==> src/rtl/cache_arbiter_pkg.sv <==
// Shared LC-3b memory-side types and the L1-to-memory arbiter state encoding.
package cache_arbiter_pkg;

  localparam int unsigned ADDR_W = 16;
  localparam int unsigned LINE_W = 128;

  typedef logic [ADDR_W-1:0] lc3b_word;
  typedef logic [LINE_W-1:0] lc3b_line;

  typedef enum logic [1:0] {
    arb_idle,
    arb_serve_i,
    arb_serve_d
  } lc3b_arb_state;

  typedef enum logic {
    grant_icache,
    grant_dcache
  } arb_grant_e;

endpackage

==> src/rtl/cache_arbiter.sv <==
// Shares the single physical-memory port between the icache and dcache,
// alternating grants under contention and steering the response to the owner.
module cache_arbiter
  import cache_arbiter_pkg::*;
#(
  parameter int unsigned ADDR_WIDTH = ADDR_W,
  parameter int unsigned LINE_WIDTH = LINE_W
) (
  input  logic                  clk,
  input  logic                  reset,
  input  logic                  i_read,
  input  logic [ADDR_WIDTH-1:0] i_address,
  output logic [LINE_WIDTH-1:0] i_rdata,
  output logic                  i_resp,
  input  logic                  d_read,
  input  logic                  d_write,
  input  logic [ADDR_WIDTH-1:0] d_address,
  input  logic [LINE_WIDTH-1:0] d_wdata,
  output logic [LINE_WIDTH-1:0] d_rdata,
  output logic                  d_resp,
  output logic                  pmem_read,
  output logic                  pmem_write,
  output logic [ADDR_WIDTH-1:0] pmem_address,
  output logic [LINE_WIDTH-1:0] pmem_wdata,
  input  logic [LINE_WIDTH-1:0] pmem_rdata,
  input  logic                  pmem_resp
);

  lc3b_arb_state r_state;
  lc3b_arb_state w_state_nxt;
  arb_grant_e    r_last_grant;
  arb_grant_e    w_last_grant_nxt;
  logic          w_i_req;
  logic          w_d_req;

  assign w_i_req = i_read;
  assign w_d_req = d_read | d_write;

  // Read data fans out to both caches; only the resp pulse is steered.
  assign i_rdata = pmem_rdata;
  assign d_rdata = pmem_rdata;

  always_ff @(posedge clk) begin
    if (reset) begin
      r_state      <= arb_idle;
      r_last_grant <= grant_icache;
    end else begin
      r_state      <= w_state_nxt;
      r_last_grant <= w_last_grant_nxt;
    end
  end

  // Memory commands depend only on the registered grant, never on pmem_resp.
  always_comb begin
    w_state_nxt      = r_state;
    w_last_grant_nxt = r_last_grant;
    pmem_read        = 1'b0;
    pmem_write       = 1'b0;
    pmem_address     = '0;
    pmem_wdata       = '0;
    i_resp           = 1'b0;
    d_resp           = 1'b0;

    case (r_state)
      arb_idle: begin
        if (w_i_req && w_d_req) begin
          w_state_nxt = (r_last_grant == grant_icache) ? arb_serve_d : arb_serve_i;
        end else if (w_i_req) begin
          w_state_nxt = arb_serve_i;
        end else if (w_d_req) begin
          w_state_nxt = arb_serve_d;
        end
      end

      arb_serve_i: begin
        pmem_read    = 1'b1;
        pmem_address = i_address;
        if (pmem_resp) begin
          i_resp           = 1'b1;
          w_last_grant_nxt = grant_icache;
          w_state_nxt      = arb_idle;
        end
      end

      arb_serve_d: begin
        pmem_write   = d_write;
        pmem_read    = d_read & ~d_write;
        pmem_address = d_address;
        pmem_wdata   = d_wdata;
        if (pmem_resp) begin
          d_resp           = 1'b1;
          w_last_grant_nxt = grant_dcache;
          w_state_nxt      = arb_idle;
        end
      end

      default: w_state_nxt = arb_idle;
    endcase
  end

endmodule

==> config.mk <==
export PLATFORM = sky130hd
export DESIGN_NAME = cache_arbiter
export DESIGN_NICKNAME = d
export VERILOG_FILES = /design/src/rtl/cache_arbiter_pkg.sv /design/src/rtl/cache_arbiter.sv
export SDC_FILE = /design/constraint.sdc
export NUM_CORES = 1
export LEC_CHECK = 0
export CELL_PAD_IN_SITES_DETAIL_PLACEMENT = 0
export CELL_PAD_IN_SITES_GLOBAL_PLACEMENT = 2
export CORE_AREA = 2 2 270 272
export DETAILED_ROUTE_END_ITERATION = 16
export DIE_AREA = 0 0 272 274
export PLACE_DENSITY = 0.68
export SYNTH_ARGS = -nofsm -noshare
export SYNTH_HDL_FRONTEND = slang
export SYNTH_SLANG_ARGS = --single-unit
export TNS_END_PERCENT = 50
==> constraint.sdc <==
create_clock -name clk -period 1.6 [get_ports clk]
set_clock_uncertainty 0.2 [all_clocks]
set_input_delay 0.48 -clock clk [delete_from_list [all_inputs] [get_ports clk]]
set_output_delay 0.48 -clock clk [all_outputs]
set_load 0.05 [all_outputs]
==> results.toml, run 1 <==
[status]
outcome = "finished with violations"
violations = "negative setup slack"

[die]
die_y_um = 274
core_um2 = 72000
fp-row-count = 99
dieArea_um2 = 74500
io_pins = 698
start_util = 0.0456
die_w_um = 272

[grt]
grt_pass1_wl_um = 25600
grt_overflow = 0
grt_max_degree = 30
antenna_found_initial = 0
grt_use_total = 0.0480
grt_pass1_vias = 3695

[routing]
first_pass_iters = 4
drc = 0
drt_iter0_markers = 43
wl_per_cell_um = 13.2
vias = 3209
ant_nets = 0
viasPerCell = 2.14
wirelength_um = 19900

[pwr]
power_leakage_nw = 3.06
powerDensity_nw_per_um2 = 628
p_total_mw = 5.34
vdd_drop_max_mv = 0.293

[worst_hold_path]
hp-class = "register to register"
hold_end = "r_last_grant"
hp-start = "r_last_grant"
min_delay_path_depth = 2

[logic_synthesis]
synthTopCellsByCount = "buf_4 (259), and2_1 (130), a22oi_1 (17), nor2b_1 (16), buf_2 (12)"
ys_types = 20
ys_warn_count = 0
synth.most_common_cell = "buf_4"
synthArstFlopShare = 0
syn_area_um2 = 3280
avgSynthCellArea_um2 = 7.11
synth_fp_nets = 760
synth.largest_area_cell = "buf_4"
synth_edf_count = 0
ys_ff_latch = 3
synth-seq-area-share = 0.0183
synth_top_cells_by_area = "buf_4 (59%), and2_1 (25%), a22oi_1 (3.9%), nor2b_1 (3.0%), buf_2 (1.8%)"
synthFlopType = "dfxtp_1"
netlist_instances = 462
synth_top_area_share = 0.592

[worst_setup_path]
critPathBufInv = 5
crit_chain = "inv_4 > ha_4 > buf_12 > buf_12 > clkbuf_16 > and2_4 > buf_12"
worstPathArrival_ps = 1520
rr_startpoint = "r_state[0]"
critPathLaunchType = "register"
rr_worst_depth = 7
timing.reg2reg.setup_slack_ps = -80
max_stage_delay_ps = 340
r2r_end = "r_state[1]"
end_kind = "output port"
critPathKind = "register to output port"
required_ps = 920
crit_start = "r_state[0]"
path_common_cell = "buf_12"
path_max_fanout = 7
path_delay_family = "buffers and inverters"
cp_slowest_cell = "dfxtp_2"

[clock_tree]
clkTransAtPathRegs_ps = 30
cts_buffer_depth = 2
htreeDepth = 1
cts_tree = "done"
clkSinkCount = 3
holdBufCountCts = 0
clk_root_buffer_cell = "clkbuf_16"
cts_buffers = 3
clkLatencyLatePin_ps = 230

[timing]
tightest_slew_ps = 257
min_period_ps = 2200
fin_crit_sh = 1.38
slew_violations = 0
relSlewSlack = 0.828
rsz0062_at_grt = "yes"
hold_violations = 0
fmax_mhz = 454
finalWorstSetupSlack_ps = -603
setup_viol = 150

[final_layout]
diodes = 0
fin_nets = 843
area_growth_pct = 159
nFillCells = 8181
fin_cells = 1503
drive_gt1_frac = 0.675

[place]
gp_congestion = 0.734
io_buffers = 313
dp.cells = 1473
hpwlAfterDp_um = 15800

[job]
drv_cap = 0
[kinds of logic (layout without fill, tap and decap cells)]
| logic type | Yosys count | after routing | share of synthesized area |
|---|---|---|---|
| buffers and inverters | 278 | 360 | 0.618 |
| AND/OR/NAND/NOR | 152 | 152 | 0.294 |
| AO/OA/AOI/OAI | 25 | 25 | 0.0537 |
| adder cells (fa/ha/maj) | 4 | 4 | 0.0152 |
| flip-flops | 3 | 3 | 0.0183 |
[repair_timing]
action / in CTS / in global routing
gates resized for setup: 93 / 14
setup endpoints to repair: 151 / 150
gates cloned: 9 / 4
setup buffers: 11 / 2
pin swaps: 7 / 67
[worst max-delay path by stage]
stage                             to  depth (start not counted)
global placement           pmem_read                          4
detailed placement         pmem_read                          4
CTS                 pmem_address[12]                          7
finish               pmem_wdata[122]                          7
floorplan                     i_resp                          6
global route         pmem_address[8]                          7
[where the power goes]
group / switching (mW) / internal, mW / total, mW
Combinational: 2.22 / 2.62 / 4.84
Clock: 0.0745 / 0.329 / 0.404
Sequential: 0.0126 / 0.0851 / 0.0977
Total: 2.31 / 3.04 / 5.34
[state kept, by name (all words and copies together) (netlist names)]
| register | cells |
|---|---|
| r_state | 2 |
| r_last_grant | 1 |
[per-stage QoR]
| step | setup WS [ps] | hold WS, ps | setup TNS, ps | instance area (um^2) | util |
|---|---|---|---|---|---|
| 2_1_floorplan | -284 | 276 | -26490 | 3770 | - |
| 3_3_place_gp | -585 | 294 | -50870 | 7650 | 0.106 |
| 3_5_place_dp | -571 | 302 | -52520 | 7650 | 0.106 |
| 4_1_cts | -615 | 349 | -82380 | 8350 | 0.116 |
| 5_1_grt | -651 | 398 | -87190 | 8510 | 0.118 |
| 6_report | -603 | 363 | -80040 | 8510 | 0.118 |
[routing by layer]
metal | vias up | global-route usage | part of all wire
met5 | - | 0 | 0
met4 | 0 | 0.0239 | 0.047
met3 | 55 | 0.0445 | 0.21
met2 | 441 | 0.0736 | 0.44
met1 | 1389 | 0.0426 | 0.30
li1 | 1324 | - | -
[layout make-up]
type,count,area (um^2),share of cell area
Tap cell,959,1200,0.141
Clock buffer,4,78.8,0.00926
Sequential cell,3,65.1,0.00764
Multi-Input combinational cell,181,1780,0.209
Inverter,3,13.8,0.00162
Timing Repair Buffer,353,5380,0.632
[cells in the final DEF, fill, tap and decap left out]
cell type	netlist	final
clkbuf_16	0	7
nor4b_2	1	1
dfxtp_4	0	1
nor2b_4	1	17
nand2_2	0	1
buf_12	0	160
a21oi_2	0	1
dlygate4sd2_1	0	2
dlymetal6s2s_1	0	1
nand4b_1	1	1
clkbuf_1	4	1
buf_4	259	8
buf_6	0	4
o21ai_0	3	2
o21ai_1	0	1
a22oi_2	0	16
o21a_2	0	1
nor2_1	1	1
and2_4	0	130
buf_16	0	11
ha_4	0	4
and3b_1	1	1
dfxtp_1	3	1
a211o_1	1	1
inv_4	0	1
dfxtp_2	0	1
o21bai_1	1	1
buf_8	0	1
a22oi_1	17	1
a21oi_1	2	1
inv_2	0	2
clkdlybuf4s50_1	0	162
[worst min-delay path, delay by kind of cell (launching register included)]
family | cells | cell delay [ps]
flops | 1 | 360
simple gates | 1 | 80
compound gates | 1 | 80
No activity file was read; power rests on OpenSTA's default activity.
==> run 2, diff against run 1 <==
RECOVER_POWER = 25   (was not set)
==> results of run 2 <==
No change in the layout: final DEF, timing and power equal those of run 1.
